File: config.mk
export PLATFORM = sky130hd
export DESIGN_NAME = mux4_rr_arbiter_flat
export DESIGN_NICKNAME = d
export VERILOG_FILES = /design/src/rtl/mux4_rr_arbiter_if.sv /design/src/rtl/mux4_rr_arbiter.sv /design/src/flat_wrapper.sv
export SDC_FILE = /design/constraint.sdc
export NUM_CORES = 1
export LEC_CHECK = 0
export BUFFER_PORTS_ARGS = -buffer_cell sky130_fd_sc_hd__buf_2
export CORE_ASPECT_RATIO = 0.6
export CORE_MARGIN = 5
export CORE_UTILIZATION = 39
export DETAILED_ROUTE_END_ITERATION = 16
export PLACE_DENSITY = 0.78
export SETUP_SLACK_MARGIN = 0.5
export SYNTH_ARGS = -nofsm -noshare
export SYNTH_HDL_FRONTEND = slang
export SYNTH_SLANG_ARGS = --single-unit
export TNS_END_PERCENT = 100
File: constraint.sdc
create_clock -name CLK -period 1.8 [get_ports CLK]
set_input_delay 0 -clock CLK [delete_from_list [all_inputs] [get_ports CLK]]
set_output_delay 0 -clock CLK [all_outputs]
set_load 0.02 [all_outputs]
File: src/rtl/mux4_rr_arbiter_if.sv
// Requester/consumer bundle for the 4:1 round-robin arbiter.
//   I0..I3 : requester data          V : requester valid (bit i for Ii)
//   L      : requester last flags    R : requester ready (one-hot or zero)
//   O/OV/OL: registered output beat  ORDY : downstream ready
//   S      : select of beat in O     LOCK : arbiter is holding a packet grant
interface mux4_rr_arbiter_if #(
    parameter int unsigned WIDTH = 8
);
    logic [WIDTH-1:0] I0;
    logic [WIDTH-1:0] I1;
    logic [WIDTH-1:0] I2;
    logic [WIDTH-1:0] I3;
    logic [3:0]       V;
    logic [3:0]       L;
    logic [3:0]       R;
    logic [WIDTH-1:0] O;
    logic             OV;
    logic             OL;
    logic             ORDY;
    logic [1:0]       S;
    logic             LOCK;

    // Arbiter side
    modport slave (
        input  I0, I1, I2, I3, V, L, ORDY,
        output R, O, OV, OL, S, LOCK
    );

    // Requesters plus downstream consumer
    modport master (
        output I0, I1, I2, I3, V, L, ORDY,
        input  R, O, OV, OL, S, LOCK
    );
endinterface

File: src/rtl/mux4_rr_arbiter.sv
// Round-robin arbiter steering four valid/ready requesters through one 4:1
// word mux into a single registered output beat, with packet locking until
// the granted requester's LAST beat.
//   CLK         : rising-edge clock
//   ASYNCRESETN : asynchronous active-low reset
//   bus         : slave side of mux4_rr_arbiter_if (requesters, output beat,
//                 downstream ready, select and lock status)
module mux4_rr_arbiter #(
    parameter int unsigned WIDTH = 8
) (
    input  logic                  CLK,
    input  logic                  ASYNCRESETN,
    mux4_rr_arbiter_if.slave      bus
);

    typedef enum logic {
        ST_IDLE   = 1'b0,
        ST_LOCKED = 1'b1
    } state_t;

    state_t           state_q;
    logic [1:0]       p_q;
    logic [1:0]       s_q;
    logic [WIDTH-1:0] o_q;
    logic             ol_q;
    logic             ov_q;

    logic             load_c;
    logic             found_c;
    logic [1:0]       win_c;
    logic [1:0]       cand_c;
    logic [3:0]       r_c;
    logic [WIDTH-1:0] mux_c;

    // Winner search: locked owner only, otherwise rotate from P+1 to P
    always_comb begin
        load_c  = !ov_q || bus.ORDY;
        found_c = 1'b0;
        win_c   = 2'd0;
        cand_c  = 2'd0;
        r_c     = 4'b0000;
        if (state_q == ST_LOCKED) begin
            // s_q is the owner: it holds the select of the last granted beat
            found_c = bus.V[s_q];
            win_c   = s_q;
        end else begin
            for (int k = 1; k <= 4; k++) begin
                cand_c = p_q + 2'(k);
                if (!found_c && bus.V[cand_c]) begin
                    found_c = 1'b1;
                    win_c   = cand_c;
                end
            end
        end
        // Reset gates R so no requester sees a handshake while held in reset
        if (ASYNCRESETN && load_c && found_c) begin
            r_c[win_c] = 1'b1;
        end
    end

    // Shared 4:1 data mux
    always_comb begin
        mux_c = bus.I0;
        case (win_c)
            2'd0:    mux_c = bus.I0;
            2'd1:    mux_c = bus.I1;
            2'd2:    mux_c = bus.I2;
            default: mux_c = bus.I3;
        endcase
    end

    // Output beat, pointer and lock state
    always_ff @(posedge CLK or negedge ASYNCRESETN) begin
        if (!ASYNCRESETN) begin
            state_q <= ST_IDLE;
            p_q     <= 2'd3;
            s_q     <= 2'd0;
            o_q     <= '0;
            ol_q    <= 1'b0;
            ov_q    <= 1'b0;
        end else if (load_c) begin
            if (found_c) begin
                o_q     <= mux_c;
                ol_q    <= bus.L[win_c];
                s_q     <= win_c;
                ov_q    <= 1'b1;
                p_q     <= win_c;
                state_q <= bus.L[win_c] ? ST_IDLE : ST_LOCKED;
            end else begin
                // Slot drained with nothing to replace it; data/select hold
                ov_q    <= 1'b0;
            end
        end
    end

    assign bus.R    = r_c;
    assign bus.O    = o_q;
    assign bus.OV   = ov_q;
    assign bus.OL   = ol_q;
    assign bus.S    = s_q;
    assign bus.LOCK = (state_q == ST_LOCKED);

endmodule

File: src/flat_wrapper.sv
// flat-port wrapper written by rule: the top's interface ports become plain ports
module mux4_rr_arbiter_flat 
#(
    parameter int unsigned WIDTH = 8
)
  (CLK, ASYNCRESETN, bus_I0, bus_I1, bus_I2, bus_I3, bus_V, bus_L, bus_ORDY, bus_R, bus_O, bus_OV, bus_OL, bus_S, bus_LOCK);
  mux4_rr_arbiter_if #(.WIDTH(WIDTH)) bus_i ();
  input  logic CLK;
  input  logic ASYNCRESETN;
  input wire logic [$bits(bus_i.I0)-1:0] bus_I0;
  input wire logic [$bits(bus_i.I1)-1:0] bus_I1;
  input wire logic [$bits(bus_i.I2)-1:0] bus_I2;
  input wire logic [$bits(bus_i.I3)-1:0] bus_I3;
  input wire logic [$bits(bus_i.V)-1:0] bus_V;
  input wire logic [$bits(bus_i.L)-1:0] bus_L;
  input wire logic [$bits(bus_i.ORDY)-1:0] bus_ORDY;
  output wire logic [$bits(bus_i.R)-1:0] bus_R;
  output wire logic [$bits(bus_i.O)-1:0] bus_O;
  output wire logic [$bits(bus_i.OV)-1:0] bus_OV;
  output wire logic [$bits(bus_i.OL)-1:0] bus_OL;
  output wire logic [$bits(bus_i.S)-1:0] bus_S;
  output wire logic [$bits(bus_i.LOCK)-1:0] bus_LOCK;
  assign bus_i.I0 = bus_I0;
  assign bus_i.I1 = bus_I1;
  assign bus_i.I2 = bus_I2;
  assign bus_i.I3 = bus_I3;
  assign bus_i.V = bus_V;
  assign bus_i.L = bus_L;
  assign bus_i.ORDY = bus_ORDY;
  assign bus_R = bus_i.R;
  assign bus_O = bus_i.O;
  assign bus_OV = bus_i.OV;
  assign bus_OL = bus_i.OL;
  assign bus_S = bus_i.S;
  assign bus_LOCK = bus_i.LOCK;
  mux4_rr_arbiter #(.WIDTH(WIDTH)) u_core (.CLK(CLK), .ASYNCRESETN(ASYNCRESETN), .bus(bus_i));
endmodule
==> flow_summary_export.csv <==
group,metric,value,unit
status,status,"complete, but fails checks",
status,violations,"setup timing",
grt,grt_overflow,0,
grt,antenna_found_initial,0,
power,p_leak,0.000895,uW
floorplan,dieWidth,76.3,um
layout,fin_nets,245,
floorplan,start_util,40.8,%
cts,clk-insertion-delay-late,0.26,ns
timing,period_share,116,%
power,powerDensity,2040,nW/um2
cts,htreeDepth,1,
floorplan,die_y,49.8,um
detailed_routing,wl,4710,um
critical_path,crit_buf_inv,3,
cts,cts-root-buf,"clkbuf_8",
critical_path,cp_max_fo,7,
critical_path,rrSetupSlack,-0.28,ns
critical_path,cp-end-kind,"output pin",
critical_path,path_delay_family,"compound AO/OA/AOI/OAI gates",
logic_synthesis,synthFlopType,"dfrtp_1",
critical_path,r2r_cells,7,
place,dp_slack,-0.239,ns
critical_path,max_stage_delay,0.56,ns
timing,setup_slack,-0.284,ns
timing,tightest_slew,0.558,ns
place,place.gp.congestion,0.919,
critical_path,cp.required,1.80,ns
floorplan,core_area,2520,um2
layout,diodes,0,
detailed_routing,dr.pass1.iters,4,
logic_synthesis,synth_area,1030,um2
layout,area_growth,89.6,%
logic_synthesis,synth_cell_type_count,35,
power,peakVddDrop,1.14,mV
grt,grt_pass1_vias,1301,
critical_path,worstReg2RegEnd,"u_core.bus.O[4]",
layout,drive_gt1_share,70.6,%
cts,clockBufferDepth,2,
detailed_routing,drc,0,
cts,cts_sinks,15,
timing,whs,0.0849,ns
timing,setup_viol,18,
logic_synthesis,syn-num-nets,153,
logic_synthesis,ys.warnings.count,0,
logic_synthesis,async_flop_share,100,%
min_path,holdPathEnd,"u_core.bus.O[4]",
timing,rsz0062_at_grt,"true",
critical_path,r2r_start,"u_core.p_q[0]",
critical_path,crit_type,"reg2out",
flow_run,cap_violations,0,
place,io_buffers,59,
critical_path,crit_path_start_kind,"register",
timing,hold_viol,0,
min_path,hp-class,"in2reg",
logic_synthesis,synth_edf_count,0,
cts,cts_buffers,3,
logic_synthesis,syn_inst,110,
detailed_routing,ant_nets,0,
layout,nFillCells,165,
critical_path,cpMaxStageDelayCell,"dfstp_2",
floorplan,rows,14,
place,dpl.hpwl,3000,um
layout,final_cell_mix,"55 x buf_2, 21 x buf_4, 14 x a211oi_2, 12 x dfrtp_1",
floorplan,io_pins,60,
layout,final_util,77.4,%
timing,clock.fmax,480,MHz
cts,cts_tree,"yes",
cts,clk_pin_slew,0.07,ns
critical_path,arrival,2.08,ns
min_path,min_from,"bus_I0[4]",
layout,final_common_cell,"buf_2",
grt,grt.total_usage,21.7,%
floorplan,die-area,3800,um2
timing,slew_viol_final,0,
detailed_routing,drtIter0Drc,75,
min_path,hold_depth,3,
timing,clock_skew,0.00382,ns
detailed_routing,vias,1374,
grt,grt_max_degree,13,
critical_path,cp_common_cell,"buf_6",
logic_synthesis,seq_area_frac_synth,36.7,%
detailed_routing,wl_per_cell,20.2,um
grt,grt_pass1_wl,6610,um
timing,period_minus_slack,2.08,ns
logic_synthesis,ys_ff_latch,15,
timing,slew_headroom,62.5,%
logic_synthesis,avgSynthCellArea,9.36,um2
critical_path,path_cells,"inv_2 > a221o_1 > a211o_4 > nand2_8 > buf_6 > nor2_4 > buf_6",
detailed_routing,viasPerCell,5.90,
==> worst reg2reg max path: cells and delay by family (launching register included) <==
family | cells | cell delay, ns
compound gates | 4 | 1.06
simple gates | 1 | 0.14
buf+inv | 2 | 0.20
flops | 1 | 0.56
==> cells by family (layout without fill, tap and decap cells) <==
family / after synthesis / after routing / share of synthesized area [%]
buf+inv: 6 / 97 / 2.67
flops: 15 / 15 / 36.7
compound gates: 32 / 32 / 24.3
simple gates: 46 / 46 / 24.4
mux: 11 / 11 / 11.9
==> registers in the layout, summed over array words and instances (netlist names) <==
register,count
u_core.bus.O,8
u_core.bus.S,2
u_core.p_q,2
u_core.bus.LOCK,1
u_core.bus.OL,1
u_core.bus.OV,1
==> worst max path at each step <==
stage / startpoint / end / slack (ns) / cells past startpoint
after floorplan: u_core.p_q[0] / u_core.bus.O[0] / 0.003 / 6
after global placement: u_core.p_q[0] / u_core.bus.O[0] / -0.1 / 6
after detailed placement: u_core.p_q[0] / u_core.bus.O[5] / -0.24 / 7
after CTS: u_core.p_q[0] / u_core.bus.O[5] / -0.21 / 6
after global routing: u_core.p_q[0] / u_core.bus.O[4] / -0.34 / 7
final: u_core.p_q[0] / bus_R[3] / -0.28 / 7
==> repair_timing <==
| item | in CTS | in global routing |
|---|---|---|
| endpoints found under the hold margin | 14 | 0 |
| endpoints found under the setup margin | 18 | 19 |
| resized for setup | 31 | 29 |
| hold buffers | 1 | 0 |
| pin swaps | 8 | 13 |
| buffers inserted | 7 | 5 |
==> stage by stage <==
stage | cells | area, um2 | TNS (ns) | total power [uW]
4_1_cts | 228 | 1770 | -2.62 | 3370
5_1_grt | 233 | 1950 | -4.18 | 4160
2_1_floorplan | 110 | 1080 | 0 | 1920
3_3_place_gp | 216 | 1530 | -0.411 | 2560
6_report | 233 | 1950 | -3.44 | 3980
3_5_place_dp | 216 | 1530 | -1.76 | 2650
==> routing by layer <==
layer,track usage [%],vias to the layer above,wire length (um)
met5,0,-,0
met4,4.65,0,145
met3,6.73,19,430
met2,37.9,94,2270
met1,26.4,653,1860
li1,-,608,-
==> synth_stat cells (3+ instances only) <==
cell type   n  share of area, %
a21o_1      3               2.2
inv_1       4               1.5
and3_1      8               4.9
nand2_2     3               1.8
o21ai_0     4               1.9
a211oi_1   17                12
mux2i_1    10               9.7
nor2_1     16               5.8
dfrtp_1    13                32
==> power breakdown <==
group | internal (uW) | switching (uW) | leakage [uW] | total (uW)
Sequential | 535 | 114 | 0.000166 | 649
Clock | 158 | 138 | 0.0000228 | 296
Combinational | 1410 | 1630 | 0.000706 | 3030
Total | 2100 | 1880 | 0.000895 | 3980
==> final cells by class <==
class                      instances  area, um2  share of cell area [%]
sequential                        15        379                    19.4
multi-input combinational         89        886                    45.4
tap                               32       40.0                    2.05
timing repair buffer              89        587                    30.1
clock buffer                       4       45.0                    2.31
inverter                           4       15.0                   0.769
(Power assumes the default switching activity.)
